**config.mk**
```make
export PLATFORM = sky130hd
export DESIGN_NAME = pointwise_mac_1x1
export DESIGN_NICKNAME = d
export VERILOG_FILES = /design/src/rtl/pointwise_mac_1x1_pkg.sv /design/src/rtl/pointwise_mac_1x1_mul.sv /design/src/rtl/pointwise_mac_1x1.sv
export SDC_FILE = /design/constraint.sdc
export NUM_CORES = 2
export LEC_CHECK = 0
export BUFFER_PORTS_ARGS = -buffer_cell sky130_fd_sc_hd__clkbuf_2
export CELL_PAD_IN_SITES_DETAIL_PLACEMENT = 2
export CELL_PAD_IN_SITES_GLOBAL_PLACEMENT = 2
export CORE_MARGIN = 2
export CORE_UTILIZATION = 30
export DETAILED_ROUTE_END_ITERATION = 8
export GPL_TIMING_DRIVEN = 0
export PLACE_DENSITY_LB_ADDON = 0.1
export SYNTH_ARGS = -nofsm -noshare
export SYNTH_HDL_FRONTEND = slang
export SYNTH_HIERARCHICAL = 1
export SYNTH_SLANG_ARGS = --single-unit
```
**constraint.sdc**
```tcl
create_clock -name clk -period 9.59 [get_ports clk]
set_clock_uncertainty 0.1 [all_clocks]
set_input_delay 0.959 -clock clk [delete_from_list [all_inputs] [get_ports clk]]
set_output_delay 0.959 -clock clk [all_outputs]
set_load 0.01 [all_outputs]
```
**src/rtl/pointwise_mac_1x1_pkg.sv**
```systemverilog
// Shared fixed-point types and constants for the pointwise (1x1) convolution stages.
// Also provides the 56-bit to 32-bit signed saturation helper.
package pointwise_mac_1x1_pkg;

  localparam int DATA_W = 32;
  localparam int ACC_W  = 56;

  localparam logic signed [ACC_W-1:0] SAT_HI = 56'sh00_0000_7FFF_FFFF;
  localparam logic signed [ACC_W-1:0] SAT_LO = 56'shFF_FFFF_8000_0000;

  typedef logic signed [DATA_W-1:0] fxp_word_t;

  typedef struct packed {
    logic vld;
    logic first;
    logic last;
  } stage_flags_t;

  function automatic fxp_word_t sat_fxp(input logic signed [ACC_W-1:0] v);
    if (v > SAT_HI)      return fxp_word_t'(32'h7FFF_FFFF);
    else if (v < SAT_LO) return fxp_word_t'(32'h8000_0000);
    else                 return v[DATA_W-1:0];
  endfunction

endpackage

```
**src/rtl/pointwise_mac_1x1_mul.sv**
```systemverilog
// Stage 1: signed 32x32 multiply, arithmetic shift by FRAC_BITS, registered
// together with the channel flags of the word that produced it.
module fxp_mul_shift
  import pointwise_mac_1x1_pkg::*;
#(
  parameter int FRAC_BITS = 16
) (
  input  logic                    clk,
  input  logic                    rst,
  input  stage_flags_t            in_flags,
  input  fxp_word_t               a,
  input  fxp_word_t               b,
  output stage_flags_t            out_flags,
  output logic signed [ACC_W-1:0] prod
);

  logic signed [2*DATA_W-1:0] full;

  assign full = (2*DATA_W)'(a) * (2*DATA_W)'(b);

  always_ff @(posedge clk) begin
    if (rst) out_flags <= '0;
    else     out_flags <= in_flags;
  end

  // The shifted product carries at most 64-FRAC_BITS significant bits, so
  // keeping the low ACC_W bits is lossless for FRAC_BITS >= 8.
  always_ff @(posedge clk) begin
    if (rst)              prod <= '0;
    else if (in_flags.vld) prod <= ACC_W'(full >>> FRAC_BITS);
  end

endmodule

```
**src/rtl/pointwise_mac_1x1.sv**
```systemverilog
// Pointwise 1x1 MAC: per-pixel dot product of CHANNELS words with weights, plus bias,
// saturated to 32 bits. Define POINTWISE_RELU_EN to clamp negative results to zero.
module pointwise_mac_1x1
  import pointwise_mac_1x1_pkg::*;
#(
  parameter int IMG_WIDHT  = 299,
  parameter int IMG_HEIGHT = 299,
  parameter int CHANNELS   = 4,
  parameter int FRAC_BITS  = 16
) (
  input  logic              clk,
  input  logic              rst,
  input  logic [DATA_W-1:0] Data_In,
  input  logic              Valid_In,
  input  logic              W_We,
  input  logic [7:0]        W_Addr,
  input  logic [DATA_W-1:0] W_Data,
  input  logic              B_We,
  output logic [DATA_W-1:0] Data_Out,
  output logic              Valid_Out,
  output logic              Frame_Done
);

  localparam int CW    = (CHANNELS > 1) ? $clog2(CHANNELS) : 1;
  localparam int PIX_N = IMG_WIDHT * IMG_HEIGHT;
  localparam int PW    = (PIX_N > 1) ? $clog2(PIX_N) : 1;

  localparam logic [CW-1:0] CH_LAST = CW'(CHANNELS - 1);
  localparam logic [PW-1:0] PIX_MAX = PW'(PIX_N - 1);

  // Configuration state: deliberately outside reset.
  fxp_word_t weight [CHANNELS];
  fxp_word_t bias;

  always_ff @(posedge clk) begin
    if (W_We && (int'(W_Addr) < CHANNELS)) weight[W_Addr[CW-1:0]] <= W_Data;
    if (B_We) bias <= W_Data;
  end

  logic [CW-1:0] ch;

  always_ff @(posedge clk) begin
    if (rst)           ch <= '0;
    else if (Valid_In) ch <= (ch == CH_LAST) ? '0 : ch + 1'b1;
  end

  stage_flags_t            s0_flags, s1_flags;
  logic signed [ACC_W-1:0] s1_prod;

  assign s0_flags = '{vld: Valid_In, first: (ch == '0), last: (ch == CH_LAST)};

  fxp_mul_shift #(.FRAC_BITS(FRAC_BITS)) u_mul (
    .clk       (clk),
    .rst       (rst),
    .in_flags  (s0_flags),
    .a         (fxp_word_t'(Data_In)),
    .b         (weight[ch]),
    .out_flags (s1_flags),
    .prod      (s1_prod)
  );

  // Stage 2: first channel loads, so the next pixel overlaps the output stage.
  logic signed [ACC_W-1:0] acc;
  logic                    s2_done;

  always_ff @(posedge clk) begin
    if (rst) begin
      acc     <= '0;
      s2_done <= 1'b0;
    end else begin
      s2_done <= s1_flags.vld & s1_flags.last;
      if (s1_flags.vld) acc <= s1_flags.first ? s1_prod : acc + s1_prod;
    end
  end

  logic signed [ACC_W-1:0] sum;
  fxp_word_t               sat, res;

  assign sum = acc + ACC_W'(bias);
  assign sat = sat_fxp(sum);

`ifdef POINTWISE_RELU_EN
  assign res = sat[DATA_W-1] ? '0 : sat;
`else
  assign res = sat;
`endif

  logic [PW-1:0] pix;

  always_ff @(posedge clk) begin
    if (rst) begin
      Data_Out   <= '0;
      Valid_Out  <= 1'b0;
      Frame_Done <= 1'b0;
      pix        <= '0;
    end else begin
      Valid_Out  <= s2_done;
      Frame_Done <= s2_done && (pix == PIX_MAX);
      if (s2_done) begin
        Data_Out <= res;
        pix      <= (pix == PIX_MAX) ? '0 : pix + 1'b1;
      end
    end
  end

endmodule
```
==> impl_metrics.env <==
export IMPL_routedWlPerCell_um=28.8
export IMPL_cp_start_kind="flip-flop"
export IMPL_grt_max_degree=33
export IMPL_period_share_pct=99.0
export IMPL_vias=42423
export IMPL_cts_tree="built"
export IMPL_failed_checks="capacitance limit, slew limit"
export IMPL_grt_use_met3_pct=1.38
export IMPL_final_max_slew_viol_count=11
export IMPL_yosys_area_top_type="fa_1"
export IMPL_met1_usage_pct=35.1
export IMPL_num_rows=157
export IMPL_drive_gt1_share_pct=8.13
export IMPL_max_freq_mhz=105
export IMPL_synth_area_um2=54900
export IMPL_finalHoldViolCount=0
export IMPL_yosys_warnings=6
export IMPL_grt_busiest_layer="met2"
export IMPL_cap_violations=1
export IMPL_synth_seq_cells=323
export IMPL_cts_sinks=323
export IMPL_avgSynthCellArea_um2=9.48
export IMPL_floorplan_initialDensity_pct=30.1
export IMPL_grt_usage_pct=26.4
export IMPL_synth_flop_cell="dfxtp_1"
export IMPL_drtIter0Drc=2583
export IMPL_cts_clk_slew_worst_paths_ns=0.07
export IMPL_synthTopCellsByCount="fa_1, inv_1, nand2_1"
export IMPL_async_flop_share_pct=0
export IMPL_portBuffers=110
export IMPL_numCtsBuffers=31
export IMPL_antenna_found_initial=19
export IMPL_drc=0
export IMPL_crit_fanout=10
export IMPL_coreArea_um2=182000
export IMPL_worst_ep_arrival_time_ns=9.91
export IMPL_clock_latency_ns=0.63
export IMPL_synth_edf_count=160
export IMPL_dpl_hpwl_um=205000
export IMPL_slew_limit_headroom_pct=-0.742
export IMPL_ys_types=99
export IMPL_grt_pass1_vias=48512
export IMPL_nNetsFinal=7435
export IMPL_place_gp_congestion=0.910
export IMPL_r2r_setup_slack_ns=0.1
export IMPL_setup_violations=0
export IMPL_status="finished with violations"
export IMPL_path_class="reg2reg"
export IMPL_syn_nets=7252
export IMPL_drt_first_pass_iters=5
export IMPL_met2_usage_pct=46.6
export IMPL_drt_total_wl_um=242000
export IMPL_finalSetupTns_ns=0
export IMPL_drtAntennaViolNets=0
export IMPL_rsz0062_at_grt="true"
export IMPL_die_w_um=432
export IMPL_max_clock_path_buffers=3
export IMPL_area_growth_pct=10.4
export IMPL_crit_required_ns=10.01
export IMPL_hold_path_class="reg2reg"
export IMPL_die_h_um=432
export IMPL_overflow=0
export IMPL_ys_seq_area_share_pct=14.7
export IMPL_die_area_um2=187000
export IMPL_grt_pass1_wl_um=354000
export IMPL_synth_most_common_cell="fa_1"
export IMPL_netlist_instances=5798
export IMPL_crit_path_end_kind="flip-flop"
export IMPL_synth_top_area_share_pct=39.5
export IMPL_via_per_inst=5.05
export IMPL_fillers=20056
export IMPL_period_minus_slack_ns=9.49
export IMPL_yosys_top_cells_area="fa_1, edfxtp_1, inv_1"
export IMPL_ios=111
export IMPL_h_tree_depth=1
export IMPL_ctsRootBufferMaster="clkbuf_16"
export IMPL_tightest_slew_ns=1.51
## worst paths after layout
path | startpoint | end | depth (start not counted)
max | flip-flop | u_mul/prod[45]$_SDFFE_PP0P_ | 26
min | u_mul/out_flags[0]$_SDFF_PP0_ | s2_done$_SDFF_PP0_ | 2
max reg2reg | flip-flop | u_mul/prod[45]$_SDFFE_PP0P_ | 26
min reg2reg | u_mul/out_flags[0]$_SDFF_PP0_ | s2_done$_SDFF_PP0_ | 2
## cell usage in the layout, fill, tap and decap left out, types with 18 or more instances in the layout
| cell type | n |
|---|---|
| edfxtp_1 | 160 |
| nand4_1 | 50 |
| a211oi_1 | 38 |
| a31oi_1 | 23 |
| clkbuf_16 | 32 |
| inv_1 | 1058 |
| nor2_1 | 253 |
| nand2b_1 | 26 |
| and3_1 | 22 |
| buf_4 | 54 |
| nand3_1 | 48 |
| mux4_2 | 32 |
| clkbuf_4 | 24 |
| clkbuf_1 | 188 |
| and2_1 | 524 |
| o32ai_2 | 20 |
| a21oi_1 | 174 |
| o211ai_1 | 46 |
| mux2i_1 | 38 |
| xnor2_1 | 90 |
| nor3_1 | 39 |
| xor2_1 | 77 |
| nand2_1 | 666 |
| a21o_1 | 81 |
| o21ai_0 | 140 |
| dfxtp_1 | 161 |
| buf_2 | 27 |
| ha_1 | 286 |
| or3_1 | 41 |
| clkbuf_2 | 155 |
| o21a_1 | 18 |
| nor2b_1 | 28 |
| o21bai_1 | 25 |
| fa_1 | 1069 |
## cell families (layout without fill, tap and decap cells)
family / after synthesis / in the layout / synth area share, %
fa+ha+maj: 1377 / 1377 / 46.2
simple gates: 1764 / 1764 / 15.9
buf+inv: 1388 / 1596 / 9.65
other cells: 0 / 12 / 0
compound gates: 707 / 707 / 8.90
mux: 71 / 71 / 2.02
xor+xnor: 168 / 168 / 2.69
flops: 323 / 323 / 14.7
## worst max-delay path: stages (launching register included)
cell        delay [ns]
dfxtp_4           0.44
buf_4             0.14
mux4_2            0.72
clkinvlp_4        0.34
buf_2             0.38
nor2_1            0.11
fa_1              0.48
fa_1              0.56
fa_1              0.44
fa_1              0.67
fa_1              0.56
fa_1              0.51
fa_1              0.52
inv_1             0.06
fa_1              0.51
inv_1             0.04
ha_1              0.42
nand2_2           0.16
o21ai_0           0.18
a221oi_2          0.41
o21ai_2           0.17
a311oi_2          0.26
buf_4             0.18
a21oi_4           0.07
o31a_1            0.32
or3_1             0.33
a32o_1            0.25
## cell type report
type	count	area, um2	share of cell area, %
timing repair buffer	164	1060	1.75
multi-input combinational	4087	41800	69.0
clock inverter	19	305	0.504
tap	2385	2980	4.92
inverter	1065	4010	6.62
sequential	323	8070	13.3
clock buffer	39	806	1.33
buffer	309	1530	2.52
antenna	12	30.0	0.0495
## layer usage
metal / part of all wire (%) / wire, um / up-vias
met5: 0 / 0 / -
met1: 43 / 104000 / 22968
li1: - / - / 18484
met2: 50 / 121000 / 774
met4: 3.1 / 7500 / 0
met3: 3.5 / 8570 / 197
## sequential cells by signal, summed over array words and instances (netlist names), named ones only
name,cells
u_mul/out_flags,3
s2_done,1
bias,32
Valid_Out,1
Frame_Done,1
acc,56
weight,128
pix,17
ch,2
Data_Out,32
u_mul/prod,48
## through the flow
stage / std cells / area [um2] / worst slack [ns] / hold WS [ns] / utilization (%)
floorplan: 5798 / 54900 / 0.509 / 0.304 / -
global placement: 8293 / 58500 / -2.51 / 0.357 / 32.0
detailed placement: 8301 / 58600 / -2.59 / 0.352 / 32.1
CTS: 8389 / 60400 / 0.00250 / 0.372 / 33.1
global route: 8392 / 60600 / -0.0328 / 0.395 / 33.2
finish: 8403 / 60600 / 0.0996 / 0.366 / 33.2
## repair_timing
item                       CTS  global route
setup endpoints to repair   48            21
resized for setup          166            75
hold buffers                 0             0
setup buffers               34            12
pin swaps                    7            14
Power is not shown: default switching activity piles up to over one toggle a cycle in this logic, so the estimate is an artifact.
